**src/rtl/wr_mem.sv**
```systemverilog
// Line writer: drains 128-bit FWFT pixel words into memory-controller write bursts,
// double-buffered by frame so the reader always fetches the opposite frame.
module wr_mem #(
   parameter int DWIDTH   = 128,
   parameter int BRST_LEN = 45,
   parameter int BRST_NUM = 4,
   parameter int DEPTH    = 900
) (
   input  logic                memclk,
   input  logic                mem_rst_n,
   input  logic                frame_start,
   input  logic                memcon_en,
   output logic                memcon_donep,
   input  logic [1:0]          arb_state,
   input  logic                src_empty,
   input  logic [DWIDTH-1:0]   src_data,
   output logic                src_rd_en,
   output logic                mcb_wr_en,
   output logic [DWIDTH-1:0]   mcb_wr_data,
   output logic [DWIDTH/8-1:0] mcb_wr_mask,
   input  logic                mcb_wr_full,
   input  logic [6:0]          mcb_wr_count,
   output logic                mcb_cmd_en,
   output logic [2:0]          mcb_cmd_instr,
   output logic [5:0]          mcb_cmd_bl,
   output logic [29:0]         mcb_cmd_byte_addr,
   input  logic                mcb_cmd_full,
   output logic                wr_frame,
   output logic                busy
);

   localparam int BW = (BRST_NUM > 1) ? $clog2(BRST_NUM) : 1;
   localparam logic [BW-1:0] BLAST = BW'(BRST_NUM - 1);
   localparam logic [6:0]    CLAST = 7'(BRST_LEN - 1);
   localparam logic [10:0]   LLAST = 11'(DEPTH - 1);
   localparam logic [12:0]   CSTEP = 13'(BRST_LEN * 16);

   typedef enum logic [1:0] {
      IDLE,
      FILL,
      CMD,
      NEXT
   } state_t;

   state_t      state_q, state_d;
   logic [6:0]  cntr_q, cntr_d;
   logic [12:0] col_q, col_d;
   logic [BW-1:0] brst_q, brst_d;
   logic [10:0] line_q, line_d;
   logic        pend_q, pend_d;
   logic [3:0]  done_q, done_d;
   logic        frame_q, frame_d;
   logic [29:0] addr_q, addr_d;
   logic        push;
   logic        cmd_go;
   logic        fs_now;
   logic        unused;

   // Occupancy is informational only; the full flag alone gates pushes.
   assign unused = ^mcb_wr_count;

   assign push = (state_q == FILL) && !src_empty && !mcb_wr_full;
   assign cmd_go = (state_q == CMD) && (arb_state == 2'b01)
                   && !mcb_cmd_full;
   assign fs_now = frame_start | pend_q;

   assign src_rd_en         = push;
   assign mcb_wr_en         = push;
   assign mcb_wr_data       = src_data;
   assign mcb_wr_mask       = '0;
   assign mcb_cmd_en        = cmd_go;
   assign mcb_cmd_instr     = 3'b000;
   assign mcb_cmd_bl        = 6'(BRST_LEN - 1);
   assign mcb_cmd_byte_addr = addr_q;
   assign memcon_donep      = |done_q;
   assign wr_frame          = frame_q;
   assign busy              = (state_q != IDLE);

   always_comb begin
      state_d = state_q;
      cntr_d  = cntr_q;
      col_d   = col_q;
      brst_d  = brst_q;
      line_d  = line_q;
      pend_d  = pend_q | frame_start;
      done_d  = {done_q[2:0], 1'b0};
      frame_d = frame_q;
      addr_d  = addr_q;
      unique case (state_q)
         IDLE: begin
            pend_d = 1'b0;
            // A clean wrap already left linecnt at 0: no second toggle.
            if (fs_now) begin
               line_d = '0;
               col_d  = '0;
               if (line_q != '0) frame_d = ~frame_q;
            end
            if (memcon_en && !memcon_donep) state_d = FILL;
         end
         FILL: begin
            if (push) begin
               if (cntr_q == CLAST) begin
                  cntr_d  = '0;
                  addr_d  = {5'd0, frame_q, line_q, col_q};
                  state_d = CMD;
               end else begin
                  cntr_d = cntr_q + 7'd1;
               end
            end
         end
         CMD: begin
            if (cmd_go) state_d = NEXT;
         end
         NEXT: begin
            if (brst_q == BLAST) begin
               brst_d    = '0;
               col_d     = '0;
               done_d[0] = 1'b1;
               state_d   = IDLE;
               if (line_q == LLAST) begin
                  line_d  = '0;
                  frame_d = ~frame_q;
               end else begin
                  line_d = line_q + 11'd1;
               end
            end else begin
               brst_d  = brst_q + 1'b1;
               col_d   = col_q + CSTEP;
               state_d = FILL;
            end
         end
         default: state_d = IDLE;
      endcase
   end

   always_ff @(posedge memclk or negedge mem_rst_n) begin
      if (!mem_rst_n) begin
         state_q <= IDLE;
         cntr_q  <= '0;
         col_q   <= '0;
         brst_q  <= '0;
         line_q  <= '0;
         pend_q  <= 1'b0;
         done_q  <= '0;
         frame_q <= 1'b0;
         addr_q  <= '0;
      end else begin
         state_q <= state_d;
         cntr_q  <= cntr_d;
         col_q   <= col_d;
         brst_q  <= brst_d;
         line_q  <= line_d;
         pend_q  <= pend_d;
         done_q  <= done_d;
         frame_q <= frame_d;
         addr_q  <= addr_d;
      end
   end

endmodule

```
**config.mk**
```make
export PLATFORM = sky130hd
export DESIGN_NAME = wr_mem
export DESIGN_NICKNAME = d
export VERILOG_FILES = /design/src/rtl/wr_mem.sv
export SDC_FILE = /design/constraint.sdc
export NUM_CORES = 1
export LEC_CHECK = 0
export ABC_AREA = 1
export CAP_MARGIN = 20
export CORE_ASPECT_RATIO = 0.5
export CORE_MARGIN = 3
export CORE_UTILIZATION = 30
export CTS_CLUSTER_DIAMETER = 30
export DETAILED_ROUTE_END_ITERATION = 12
export PLACE_DENSITY = 0.75
export SLEW_MARGIN = 20
export SYNTH_ARGS = -nofsm -noshare
export SYNTH_HDL_FRONTEND = slang
export SYNTH_SLANG_ARGS = --single-unit
```
**constraint.sdc**
```tcl
create_clock -name memclk -period 3.8 [get_ports memclk]
set_input_delay 0.76 -clock memclk [delete_from_list [all_inputs] [get_ports memclk]]
set_output_delay 0.76 -clock memclk [all_outputs]
set_load 0.01 [all_outputs]
```
==> results of run 1 <==
[cells by family after synthesis]
family	count (synthesis)	synth area share
buffers and inverters	216	0.357
and+or+nand+nor	155	0.170
xor gates and xnor gates	3	0.00643
AOI/OAI and AO/OA	57	0.0726
other	2	0.00184
DFF	58	0.355
muxes	1	0.00276
adders and majority gates	11	0.0337
[state kept, by name, summed over array words and instances, names as in the netlist]
signal,count
brst_q,2
cntr_q,7
col_q,9
done_q,4
line_q,11
mcb_cmd_byte_addr,21
pend_q,1
state_q,2
wr_frame,1
[worst reg2reg max path: cells and delay by family (launching register included)]
kind          cells  cell delay (ps)
buf+inv           1              260
simple gates      6              870
fa+ha+maj         1              470
flops             1              420
[per-stage QoR]
| step | total power [uW] | worst slack [ps] |
|---|---|---|
| finish | 2260 | 895 |
| global route | 2440 | 763 |
| CTS | 2280 | 890 |
| detailed placement | 1540 | 896 |
| global placement | 1510 | 931 |
| floorplan | 1540 | 1760 |
[how the worst max path moves through the flow]
stage / endpoint / slack, ps / depth (start not counted)
floorplan: src_rd_en / 1760 / 3
detailed placement: src_rd_en / 900 / 4
finish: src_rd_en / 900 / 4
global route: mcb_wr_en / 760 / 4
global placement: mcb_wr_en / 930 / 4
CTS: src_rd_en / 890 / 4
[placed cells by master, fill, tap and decap left out]
cell type	count
clkbuf_8	2
buf_4	1
o21ai_0	37
nand3b_1	2
clkdlybuf4s50_1	34
o21ai_1	5
nand2_1	76
nand3_2	1
nor3b_1	1
clkbuf_16	9
nor3_1	7
inv_2	4
mux2_2	1
nand4_1	10
nor2_1	30
nor2_2	2
dfrtp_1	58
clkinv_2	3
ha_1	11
buf_2	1
clkbuf_1	1
nand3_1	18
o22ai_1	2
a211oi_1	1
nor2_4	1
o21bai_1	1
nand2_2	6
o21ai_2	1
inv_1	40
conb_1	34
nor3_4	1
a21oi_1	10
xor2_1	3
[power by group through the flow]
stage | logic [uW] | clock network (uW) | registers [uW]
6_report | 714 | 724 | 821
5_1_grt | 830 | 772 | 837
4_1_cts | 719 | 738 | 820
3_5_place_dp | 714 | 0 | 828
3_3_place_gp | 688 | 0 | 824
2_1_floorplan | 733 | 0 | 810
[cell type report]
type                       instances  area share
timing repair buffer              36      0.0941
inverter                          44      0.0441
sequential                        58       0.387
clock buffer                      12      0.0684
tap                              170      0.0567
clock inverter                     3     0.00401
multi-input combinational        261       0.345
[synth_stat cells, types with 3 or more instances]
| library cell | n |
|---|---|
| nand4_1 | 10 |
| buf_2 | 4 |
| a21oi_1 | 10 |
| nand2_2 | 6 |
| dfrtp_1 | 58 |
| nand3_1 | 18 |
| inv_1 | 40 |
| nor2_1 | 30 |
| o21ai_1 | 5 |
| ha_1 | 11 |
| buf_6 | 3 |
| nor3_1 | 7 |
| buf_4 | 165 |
| inv_2 | 4 |
| xor2_1 | 3 |
| nand2_1 | 76 |
| o21ai_0 | 37 |
[metal layers]
layer  GRT usage  wire length (um)  vias to the layer above
met1      0.0918              2670                     1185
met5           0                 0                        -
li1            -                 -                     1201
met4      0.0745               422                        0
met3      0.0611              1040                       36
met2       0.187              4220                      132
==> out/results.ini, run 1 <==
[status]
outcome = completed

[cts]
cts_tree = yes
clkSinkCount = 58
postCtsSetupBuffers = 0
cts-buffers-inserted = 9
path_clk_slew_ps = 50
htree_levels = 3
clk_latency_ps = 320
cts-root-buf = clkbuf_16
holdBufCountCts = 0
cts-resized-gates = 0
clk_path_buf_depth = 2

[yosys]
synth_edf_count = 0
seq_area_frac_synth = 0.355
ys_async_sr_fraction = 1.00
synth_top_area_frac = 0.355
ys.flop_type = dfrtp_1
ys.warnings.count = 0
synthTopCellsByArea = dfrtp_1, buf_4, nand2_1
ys_types = 29
avgSynthCellArea_um2 = 8.12
synth-seq-cells = 58
syn_area_mm2 = 0.00408
yosysTopAreaCell = dfrtp_1
synthCells = 503

[power_and_ir_drop]
powerDensity_mw_per_mm2 = 603
p_sw_uw = 808
switching_share = 0.358
p_clk_frac = 0.320
leakage_uw = 0.00180
intPower_uw = 1450
pwr-share-comb = 0.316
power_frac_seq = 0.364
ir_drop_mv = 0.240

[detailed_routing]
dr.pass1.iters = 4
vias_per_cell = 4.37
drt-wirelength-per-cell_um = 14.3
drt-total-wl_um = 8340
post-route-drc-count = 0
ant_nets = 0
vias = 2554
drt_iter0_drc = 175

[worst_setup_path]
cpMaxStageDelayCell = clkdlybuf4s50_1
required_ps = 3040
critical_path_class = primary input to output pin
cp-end-kind = output pin
path_cells = clkdlybuf4s50_1, nand3b_1, inv_2, clkdlybuf4s50_1
crit_family = buffers and inverters
critPathMaxStageDelay_ps = 560
rrSetupSlack_ps = 1670
startpoint = src_empty
r2r_start = state_q[1]$_DFFE_PN0P_
cp.buffers_inverters = 3
timing.rr.end = line_q[8]$_DFFE_PN0P_
reg2regPathDepth = 8
cp_data_arrival_time_ps = 2140
startpoint_type = primary input
path_max_fanout = 9
cp_common_cell = clkdlybuf4s50_1

[worst_hold_path]
whs_path_depth = 0
min_from = done_q[1]$_DFF_PN0_
worstHoldPathType = flop to flop
hold_end = done_q[2]$_DFF_PN0_

[placement]
place_area_mm2 = 0.00348
io_buffers = 35
dp.cells = 569
dp_hpwl_um = 6580
globalplace.congestion = 0.824

[global_routing]
grt_overflow = 0
grt_pass1_wl_um = 12500
first_global_vias = 2438
antenna_found_initial = 0
grt_use_total = 0.106
grt_max_degree = 47

[run]
cap_viol_max_count = 0

[timing]
rsz0062_at_grt = no
finalCriticalPeriod_ps = 2900
skew_ps = 4.26
hold_viol = 0
fin_crit_sh = 0.764
relSlewSlack = 0.521
fin_tns_setup_ps = 0
max_freq_mhz = 344
whs_ps = 377
worst_pin_slew_ps = 719
final_max_slew_viol_count = 0
setup_violations = 0

[finish]
ff_latch_area_mm2 = 0.00145
fin_nets = 565
fill_cells = 1342
final_layout_size_suffix_gt1_frac = 0.0797
fin_util = 0.289
multi_input_area_mm2 = 0.00129
diodes = 0
area_delta_synth_final_pct = -8.21
fin_cells = 584
finish.instance_area_mm2 = 0.00375

[die]
die_h_um = 88.5
coreArea_mm2 = 0.0130
die_w_um = 171
start_util = 0.314
ios = 333
rows = 29
die-area_mm2 = 0.0151

Note: power is estimated with default switching activity, not from simulation.
==> run 2, diff against run 1 <==
--- a/config.mk
+++ b/config.mk
@@ -12,7 +12,7 @@
 export CORE_UTILIZATION = 30
 export CTS_CLUSTER_DIAMETER = 30
 export DETAILED_ROUTE_END_ITERATION = 12
-export PLACE_DENSITY = 0.75
+export PLACE_DENSITY = 0.78
 export SLEW_MARGIN = 20
 export SYNTH_ARGS = -nofsm -noshare
 export SYNTH_HDL_FRONTEND = slang
==> constraint.sdc (replaced) <==
create_clock -name memclk -period 2.5 [get_ports memclk]
set_input_delay 0.5 -clock memclk [delete_from_list [all_inputs] [get_ports memclk]]
set_output_delay 0.5 -clock memclk [all_outputs]
set_load 0.01 [all_outputs]
==> out/results.ini, run 2 (same netlist as run 1, synthesis figures left out) <==
[status]
outcome = completed  ; unchanged

[power_and_ir_drop]
intPower_uw = 2390  ; was 1450 uW
switching_share = 0.342  ; was 0.358
powerDensity_mw_per_mm2 = 948  ; was 603 mW/mm2
ir_drop_mv = 0.413  ; was 0.240 mV
power_frac_seq = 0.343  ; was 0.364
design_power_total_uw = 3640  ; was 2260 uW
pwr-share-comb = 0.302  ; was 0.316
p_clk_frac = 0.355  ; was 0.320
p_sw_uw = 1250  ; was 808 uW
leakage_uw = 0.00184  ; was 0.00180 uW

[detailed_routing]
dr.pass1.iters = 4  ; unchanged
vias_per_cell = 4.34  ; was 4.37
drt-wirelength-per-cell_um = 14.4  ; was 14.3 um
drt_iter0_drc = 148  ; was 175
drt-total-wl_um = 8460  ; was 8340 um
post-route-drc-count = 0  ; unchanged
ant_nets = 0  ; unchanged
vias = 2554  ; unchanged

[global_routing]
antenna_found_initial = 0  ; unchanged
grt_pass1_wl_um = 12400  ; was 12500 um
grt_max_degree = 33  ; was 47
grt_overflow = 0  ; unchanged
grt_use_total = 0.106  ; about the same
first_global_vias = 2380  ; was 2438

[cts]
clk_latency_ps = 320  ; about the same
cts-buffers-inserted = 9  ; unchanged
path_clk_slew_ps = 50  ; about the same
htree_levels = 3  ; unchanged
clk_path_buf_depth = 2  ; unchanged
cts-resized-gates = 0  ; unchanged
cts-root-buf = clkbuf_16  ; unchanged
holdBufCountCts = 0  ; unchanged
postCtsSetupBuffers = 0  ; unchanged
clkSinkCount = 58  ; unchanged
cts_tree = yes  ; unchanged

[finish]
fin_nets = 569  ; was 565
final_cell_mix = nand2_1, dfrtp_1, inv_1, o21ai_0  ; unchanged
fill_cells = 1322  ; was 1342
final_layout_size_suffix_gt1_frac = 0.0907  ; was 0.0797
fin_cells = 589  ; was 584
area_delta_synth_final_pct = -5.97  ; was -8.21%
finish.instance_area_mm2 = 0.00384  ; was 0.00375 mm2
diodes = 0  ; unchanged
largest_reg_flops = 21  ; unchanged
layout_commonest_cell = nand2_1  ; unchanged

[worst_setup_path]
cp-end-kind = output pin  ; unchanged
path_cells = inv_1, ha_1, nand3b_1, inv_2, clkdlybuf4s50_1  ; was clkdlybuf4s50_1, nand3b_1, inv_2, clkdlybuf4s50_1
cpMaxStageDelayCell = clkdlybuf4s50_1  ; unchanged
critical_path_class = flop to output pin  ; was primary input to output pin
crit_family = buffers and inverters  ; unchanged
critPathMaxStageDelay_ps = 560  ; about the same
startpoint_type = flop  ; was primary input
cp_data_arrival_time_ps = 1840  ; was 2140 ps
path_max_fanout = 9  ; unchanged
cp.buffers_inverters = 3  ; unchanged
required_ps = 2000  ; was 3040 ps

[run]
cap_viol_max_count = 0  ; unchanged

[die]
coreArea_mm2 = 0.0130  ; unchanged
start_util = 0.314  ; unchanged
ios = 333  ; unchanged
die_h_um = 88.5  ; unchanged
die_w_um = 171  ; unchanged
die-area_mm2 = 0.0151  ; unchanged
rows = 29  ; unchanged

[timing]
rsz0062_at_grt = no  ; unchanged
max_freq_mhz = 427
hold_viol = 0  ; unchanged
skew_ps = 6.29  ; was 4.26 ps
fin_crit_sh = 0.937
setup_violations = 0  ; unchanged
fin_tns_setup_ps = 0  ; unchanged
finalCriticalPeriod_ps = 2340
final_max_slew_viol_count = 0  ; unchanged

[placement]
dp.cells = 573  ; was 569
globalplace.congestion = 0.819  ; was 0.824
dp_hpwl_um = 6720  ; was 6580 um
io_buffers = 35  ; unchanged
place_area_mm2 = 0.00352  ; was 0.00348 mm2

[worst_hold_path]
worstHoldPathType = primary input to asynchronous set/reset pin  ; was flop to flop

run 2: worst paths after layout:
path | from | end | slack [ps] | cells after the start
max | state_q[1]$_DFFE_PN0P_ | src_rd_en | 160 | 5
min | mem_rst_n | mcb_cmd_byte_addr[19]$_DFFE_PN0P_ | 140 | 1
max reg2reg | state_q[0]$_DFFE_PN0P_ | line_q[8]$_DFFE_PN0P_ | 390 | 9
min reg2reg | done_q[2]$_DFF_PN0_ | done_q[3]$_DFF_PN0_ | 380 | 0
max in group asynchronous | mem_rst_n | col_q[10]$_DFFE_PN0P_ | 1730 | 2
min in group memclk | done_q[2]$_DFF_PN0_ | done_q[3]$_DFF_PN0_ | 380 | 0
run 2: metal layers:
layer | track usage | vias up | share of wire
li1 | - | 1213 | -
met1 | 0.0969 | 1162 | 0.32
met2 | 0.182 | 133 | 0.49
met3 | 0.0580 | 46 | 0.14
met4 | 0.0788 | 0 | 0.048
met5 | 0 | - | 0
run 2: worst register-to-register path, delay by kind of cell (launching register included):
kind	cells	cell delay, ps
AOI/OAI and AO/OA	1	100
adders and majority gates	1	360
and+or+nand+nor	5	720
DFF	1	410
buffers and inverters	2	410
run 2: cell type report:
class / count / area (um2) / share of cell area
tap: 170 / 213 / 0.0554
inverter: 44 / 165 / 0.0430
multi-input combinational: 261 / 1290 / 0.337
clock buffer: 11 / 243 / 0.0632
clock inverter: 5 / 77.6 / 0.0202
timing repair buffer: 40 / 395 / 0.103
sequential: 58 / 1450 / 0.378
run 2: power groups by stage:
stage                     sequential, uW  combinational (uW)  clock (uW)
after floorplan                     1230                1110           0
after global placement              1250                1060           0
after detailed placement            1260                1090           0
after CTS                           1250                1100        1320
after global routing                1270                1270        1360
final                               1250                1100        1290
run 2: stage by stage:
step,setup WS [ps],utilization,hold slack [ps]
floorplan,903,-,204
global placement,239,0.271,364
detailed placement,211,0.271,367
CTS,133,0.296,149
global route,20.1,0.296,189
finish,157,0.296,135
==> run 3, diff against run 2 <==
--- a/config.mk
+++ b/config.mk
@@ -6,6 +6,7 @@
 export NUM_CORES = 1
 export LEC_CHECK = 0
 export ABC_AREA = 1
+export ABC_CLOCK_PERIOD_IN_PS = 2500
 export CAP_MARGIN = 20
 export CORE_ASPECT_RATIO = 0.5
 export CORE_MARGIN = 3
==> results of run 3 <==
Final layout, timing and power as in run 2 (identical DEF).
